**src/rtl/uart_rx_if.sv**
```systemverilog
// uart_if: serial line plus valid/ready word bundle between
// the UART receiver and its consumer.
interface uart_if #(
  parameter int DATA_WIDTH = 8
);
  logic                  sig;
  logic [DATA_WIDTH-1:0] data;
  logic                  valid;
  logic                  ready;

  modport rx (
    input  sig,
    input  ready,
    output data,
    output valid
  );

  modport sink (
    input  data,
    input  valid,
    output ready
  );
endinterface

```
**src/rtl/uart_rx.sv**
```systemverilog
// uart_rx: 1 start / DATA_WIDTH data (LSB first) / 1 stop receiver.
// Optional UART_RX_STOP_CHECK_EN drops frames whose stop bit is low.
module uart_rx #(
  parameter int DATA_WIDTH = 8,
  parameter int BAUD_RATE  = 9600,
  parameter int CLK_FREQ   = 100_000_000
) (
  input logic clk,
  input logic rstn,
  uart_if.rx  rxif
);

  localparam int CPB = CLK_FREQ / BAUD_RATE;
  localparam int CW  = $clog2(CPB + 1);
  localparam int IW  = (DATA_WIDTH > 1) ? $clog2(DATA_WIDTH) : 1;

  localparam logic [CW-1:0] BIT_END  = CW'(CPB - 1);
  localparam logic [CW-1:0] HALF_END = CW'(CPB / 2 - 1);
  localparam logic [IW-1:0] LAST     = IW'(DATA_WIDTH - 1);

  typedef enum logic [1:0] {
    IDLE,
    START,
    DATA,
    STOP
  } state_t;

  state_t                state;
  state_t                state_n;
  logic [CW-1:0]         cnt;
  logic [CW-1:0]         cnt_n;
  logic [IW-1:0]         idx;
  logic [IW-1:0]         idx_n;
  logic [DATA_WIDTH-1:0] shreg;
  logic [DATA_WIDTH-1:0] shreg_n;
  logic [DATA_WIDTH-1:0] data_q;
  logic                  valid_q;
  logic                  accept;
  logic                  stop_ok;
  logic                  s1;
  logic                  rx;

  // Preset to 1 so reset looks like an idle line.
  always_ff @(posedge clk or negedge rstn) begin
    if (!rstn) begin
      s1 <= 1'b1;
      rx <= 1'b1;
    end else begin
      s1 <= rxif.sig;
      rx <= s1;
    end
  end

`ifdef UART_RX_STOP_CHECK_EN
  assign stop_ok = rx;
`else
  assign stop_ok = 1'b1;
`endif

  always_comb begin
    state_n = state;
    cnt_n   = cnt;
    idx_n   = idx;
    shreg_n = shreg;
    accept  = 1'b0;
    unique case (state)
      IDLE: begin
        if (!rx) begin
          state_n = START;
          cnt_n   = '0;
          idx_n   = '0;
        end
      end
      START: begin
        if (cnt == HALF_END) begin
          cnt_n   = '0;
          state_n = rx ? IDLE : DATA;
        end else begin
          cnt_n = cnt + 1'b1;
        end
      end
      DATA: begin
        if (cnt == BIT_END) begin
          cnt_n        = '0;
          shreg_n[idx] = rx;
          if (idx == LAST) state_n = STOP;
          else             idx_n   = idx + 1'b1;
        end else begin
          cnt_n = cnt + 1'b1;
        end
      end
      STOP: begin
        if (cnt == BIT_END) begin
          cnt_n   = '0;
          state_n = IDLE;
          accept  = stop_ok;
        end else begin
          cnt_n = cnt + 1'b1;
        end
      end
      default: state_n = IDLE;
    endcase
  end

  always_ff @(posedge clk or negedge rstn) begin
    if (!rstn) begin
      state <= IDLE;
      cnt   <= '0;
      idx   <= '0;
      shreg <= '0;
    end else begin
      state <= state_n;
      cnt   <= cnt_n;
      idx   <= idx_n;
      shreg <= shreg_n;
    end
  end

  // A new word wins over a same-cycle ready: valid stays up.
  always_ff @(posedge clk or negedge rstn) begin
    if (!rstn) begin
      data_q  <= '0;
      valid_q <= 1'b0;
    end else if (accept) begin
      data_q  <= shreg_n;
      valid_q <= 1'b1;
    end else if (valid_q && rxif.ready) begin
      valid_q <= 1'b0;
    end
  end

  assign rxif.data  = data_q;
  assign rxif.valid = valid_q;

endmodule

```
**src/flat_wrapper.sv**
```systemverilog
// flat-port wrapper written by rule: the top's interface ports become plain ports
module uart_rx_flat 
#(
  parameter int DATA_WIDTH = 8,
  parameter int BAUD_RATE  = 9600,
  parameter int CLK_FREQ   = 100_000_000
)
  (clk, rstn, rxif_sig, rxif_ready, rxif_data, rxif_valid);
  uart_if #(.DATA_WIDTH(DATA_WIDTH)) rxif_i ();
  input logic clk;
  input logic rstn;
  input wire logic [$bits(rxif_i.sig)-1:0] rxif_sig;
  input wire logic [$bits(rxif_i.ready)-1:0] rxif_ready;
  output wire logic [$bits(rxif_i.data)-1:0] rxif_data;
  output wire logic [$bits(rxif_i.valid)-1:0] rxif_valid;
  assign rxif_i.sig = rxif_sig;
  assign rxif_i.ready = rxif_ready;
  assign rxif_data = rxif_i.data;
  assign rxif_valid = rxif_i.valid;
  uart_rx #(.DATA_WIDTH(DATA_WIDTH), .BAUD_RATE(BAUD_RATE), .CLK_FREQ(CLK_FREQ)) u_core (.clk(clk), .rstn(rstn), .rxif(rxif_i));
endmodule
```
**config.mk**
```make
export PLATFORM = sky130hd
export DESIGN_NAME = uart_rx_flat
export DESIGN_NICKNAME = d
export VERILOG_FILES = /design/src/rtl/uart_rx_if.sv /design/src/rtl/uart_rx.sv /design/src/flat_wrapper.sv
export SDC_FILE = /design/constraint.sdc
export NUM_CORES = 1
export LEC_CHECK = 0
export ABC_AREA = 1
export CAP_MARGIN = 20
export CORE_MARGIN = 2
export CORE_UTILIZATION = 67
export CTS_CLUSTER_DIAMETER = 150
export DETAILED_ROUTE_END_ITERATION = 10
export DONT_BUFFER_PORTS = 1
export GPL_ROUTABILITY_DRIVEN = 0
export PLACE_DENSITY = 0.86
export RECOVER_POWER = 50
export SLEW_MARGIN = 20
export SYNTH_ARGS = -nofsm -noshare
export SYNTH_HDL_FRONTEND = slang
export SYNTH_SLANG_ARGS = --single-unit
export TNS_END_PERCENT = 20
```
**constraint.sdc**
```tcl
create_clock -name clk -period 3.4 [get_ports clk]
set_input_delay 1.02 -clock clk [delete_from_list [all_inputs] [get_ports clk]]
set_output_delay 1.02 -clock clk [all_outputs]
set_load 0.005 [all_outputs]
```
Yosys cells after proc, flatten, opt, wreduce, memory -nomap -nowiden
Cells that the tools add are included.
{ "classes": {"n_addsub": 2, "order_cmp": 2, "n_eq_ne": 12, "mux": 24, "reduce_logical": 8} }
{ "ops": {"columns": ["operator", "count"], "rows": [
  ["$mux W14", 3],
  ["$pmux W14 S3", 1],
  ["$mux W8", 2],
  ["$add A14 B1 Y14 const B", 1],
  ["$eq A14 B13 Y1 const B", 1],
  ["$eq A14 B14 Y1 const B", 1],
  ["$mux W2", 6],
  ["$mux W3", 3],
  ["$bwmux W8", 1],
  ["$ne A2 B1 Y1 const B", 4],
  ["$pmux W2 S4", 1],
  ["$pmux W3 S2", 1],
  ["$mux W1", 5],
  ["$reduce_and A5 Y1", 1],
  ["$eq A2 B2 Y1 const B", 2],
  ["$lt A3 B4 Y1 const B", 1],
  ["$ne A2 B2 Y1 const B", 2],
  ["$reduce_and A4 Y1", 1],
  ["$reduce_bool A2 Y1", 2],
  ["$add A3 B1 Y3 const B", 1],
  ["$demux W1 S3", 1],
  ["$eq A3 B3 Y1 const B", 1],
  ["$ge A3 B1 Y1 const B", 1],
  ["$eq A2 B1 Y1 const B", 1],
  ["3 further kinds", 4]
]} }
{ "totals": {"register_bits": 38, "inputBits": 4, "output_inout_bits": 9} }

Longest topological paths before layout
{ "depth": {"depth_word": 7, "depth_mapped": 11, "ltp_nobuf": 10} }

Worst setup path after synthesis
Ideal clock, no wire load.
{ "synth_path": {"path_type": "register -> register", "start": "register u_core.cnt[0]", "end": "register u_core.state[0]", "setup_time_ns": 0.123, "arrival_time_ns": 1.301, "t_required_ns": 3.277, "slack_ns": 1.976, "stages_incl_launch_ff": 11, "synth_period_minus_slack_ns": 1.424, "path_cell_list": "dfrtp_1 > ha_1 > nand3_2 > nor2_1 > nand2_1 > nand2_2 > nand2_4 > inv_2 > buf_6 > nand3_1 > nand2_1"} }
{ "synth_via": {"elab_chain_cells": 3, "word_cells_on_any_way": 6, "cone_classes": "eq/ne (5); reduce/logical (1)"} }
{ "synth_rtl": {"columns": ["element", "line", "source"], "rows": [
  ["start: declaration", "uart_rx.sv:30", "logic [CW-1:0] cnt;"],
  ["start signal: assignment", "uart_rx.sv:113", "cnt <= cnt_n;"],
  ["$eq A14 B14 Y1 or $eq A14 B13 Y1 (tied branches)", "uart_rx.sv:83, uart_rx.sv:93, uart_rx.sv:75", null],
  ["$ne A2 B1 Y1 (no source line)", null, null],
  ["$reduce_and A5 Y1 (no source line) *", null, null],
  ["end signal: assignment", "uart_rx.sv:112", "state <= state_n;"],
  ["end: declaration", "uart_rx.sv:28", "state_t state;"]
]} }
Every way passes the cells marked *; elsewhere a longest branch is shown, timed or not.
A chain may end at the register's enable or synchronous reset.

==> flow_metrics.tcl <==
set metrics [dict create \
    netlist.area_leader.share_pct 42.8 \
    arrival_ps 2640 \
    max_freq_ghz 0.424 \
    synth_area_sq_mm 0.00211 \
    wl_mm 4.12 \
    postLayoutCoreUtil_pct 74.0 \
    nFillCells 235 \
    antenna_found_initial 0 \
    pre_cts_slack_ps 1550 \
    hold_viol_final 0 \
    die_w_um 60.1 \
    cts_inserted_buffers 5 \
    synth_top_area_cell "dfrtp_1" \
    yosysSeqAreaShare_pct 45.3 \
    die_y_um 60.1 \
    ctsHoldBuffers 0 \
    syn_avg_cell_area_sq_um 7.39 \
    drtIter0Drc 100 \
    cp_data_required_time_ps 3680 \
    maxSlewHeadroom_pct 41.0 \
    row_count 20 \
    clk_latency_ps 350 \
    cp-start-kind "register" \
    avgViaCountPerCell 5.38 \
    synthCells 285 \
    hpwl_mm 2.95 \
    period_needed_ps 2360 \
    fin_worst_skew_ps 11.1 \
    status "finished clean" \
    setup_slack_ps 1040 \
    multiInputGateArea_sq_mm 0.00101 \
    regArea_sq_um 953 \
    cts_sinks 38 \
    cts_max_level 2 \
    final_cell_mix "nand2_1 (121), dfrtp_1 (36), inv_1 (26)" \
    postCtsSetupRepairBufs 0 \
    setup_tns_ps 0 \
    antenna_left 0 \
    yosys_register_bits 38 \
    final_common_cell "nand2_1" \
    setup_viol 0 \
    grt_max_degree 39 \
    route.met3.wl_um 258 \
    period_share_pct 69.3 \
    wl_met2_mm 1.86 \
    overflow 0 \
    max_stage_delay_ps 700 \
    cts_tree "yes" \
    maxCapViolCount 0 \
    drc 0 \
    power.density_mw_per_mm2 383 \
    critical-path-top-delay-family "simple AND/OR/NAND/NOR gates" \
    syn_nets 292 \
    routedWlPerCell_um 12.4 \
    drive_gt1_share_pct 8.65 \
    worstSetupPathType "register to register" \
    finalPower_mw 0.859 \
    start_util_pct 69.5 \
    dr.pass1.iters 4 \
    clk_path_buf_depth 2 \
    worstPathCellList "inv_1, nor2_1, nand2_1, o21ai_1, a21boi_2, nand3_1, o21ai_0" \
    rsz0062_at_grt "false" \
    yosys-top-cells-area "dfrtp_1 (43%), nand2_1 (22%), inv_1 (4.6%)" \
    drv_slew 0 \
    grt_usage_pct 26.2 \
    worst-path-buf-inv 1 \
    ys_types 26 \
    diodes 0 \
    root_buffer "clkbuf_4" \
    cts_resized 0 \
    peakVddDrop_uv 254 \
    ios 13 \
    critPathCaptureType "register" \
    grt_pass1_wl_mm 7.00 \
    io_buffers 0 \
    syn2layout_area_growth_pct 6.48 \
    die_area_sq_mm 0.00361 \
    crit_slowest_cell "nor2_1" \
    maxUsedRoutingLayer "met4" \
    drt-met1-wl_mm 1.93 \
    vias 1791 \
    leakagePower_nw 1.13 \
    hp-class "primary input to async pin" \
    cp_max_fo 14 \
    nNetsFinal 295 \
    cts.clk_slew.worst_paths_ps 120 \
    yosysWarnings 0 \
    core_area_sq_mm 0.00303 \
    grt_pass1_vias 1599 \
    tightest_slew_ps 882 \
]
## where the power goes
group	internal [mW]	switching (mW)
clock	0.249	0.153
combinational	0.000428	0.00142
sequential	0.454	0.000831
total	0.703	0.156
## cell usage after synthesis
cell type,count
o22ai_1,6
a21boi_2,1
nor3_1,2
nand3_4,1
dfstp_2,2
nor2_4,1
buf_1,1
buf_6,1
nand3_2,1
clkbuf_1,2
nand2_1,121
ha_1,3
nor2_1,17
nor2_2,2
inv_1,26
nand4_1,10
nand3_1,11
nand2_4,1
xor2_1,7
o21ai_0,18
a21oi_1,3
o21ai_1,3
nand2_2,4
inv_2,3
nor3_2,2
dfrtp_1,36
## area by class of cell
| class | instances | area share, % |
|---|---|---|
| clock buffers | 6 | 2.29 |
| clock inverters | 2 | 2.68 |
| inverters | 29 | 4.85 |
| multi-input cells | 214 | 45.2 |
| flip-flops and latches | 38 | 42.5 |
| well taps | 44 | 2.46 |
## through the flow
stage                     instances  hold slack, ps  instance area, sq um
after floorplan                 285             345                  2110
after global placement          325             346                  2140
after CTS                       333             329                  2250
after detailed placement        325             349                  2140
final                           333             340                  2240
after global routing            333             315                  2240
## kinds of logic (layout without fill, tap and decap cells)
logic type,Yosys count,count (layout),share of synthesized area (%)
adders and majority gates,3,3,1.78
xor gates and xnor gates,7,7,2.91
AOI/OAI and AO/OA,31,31,8.02
buffers and inverters,33,37,6.24
DFF,38,38,45.3
and+or+nand+nor,173,173,35.8
## worst reg2reg max path, cell delays in order (launching register included)
cell and delay (ps):
dfrtp_1 650, inv_1 140, nor2_1 700, nand2_1 160, o21ai_1 120, a21boi_2 290
nand3_1 110, o21ai_0 110
## per-layer routing
layer  vias up  global-route usage (%)
li1        915                       -
met1       827                    35.2
met2        43                    41.5
met3         6                    6.71
met4         0                    8.25
met5         -                       0
## sequential cells by signal, indices dropped and copies added, names as in the netlist, named ones only
register	flops
u_core.shreg	8
u_core.s1	1
u_core.rx	1
u_core.state	1
u_core.rxif.valid	1
u_core.rxif.data	8
u_core.cnt	14
u_core.idx	3
## path summary, 6_finish.rpt
| path | end | slack (ps) | depth (start not counted) |
|---|---|---|---|
| max reg2reg | u_core.idx[1] | 1040 | 7 |
| min reg2reg | u_core.rx | 360 | 0 |
| max in group asynchronous | u_core.rx | 2870 | 0 |
| min | u_core.cnt[7] | 340 | 0 |
| min in group clk | u_core.rx | 360 | 0 |
| max | u_core.idx[1] | 1040 | 7 |
Power figures use the tool's default switching activity.
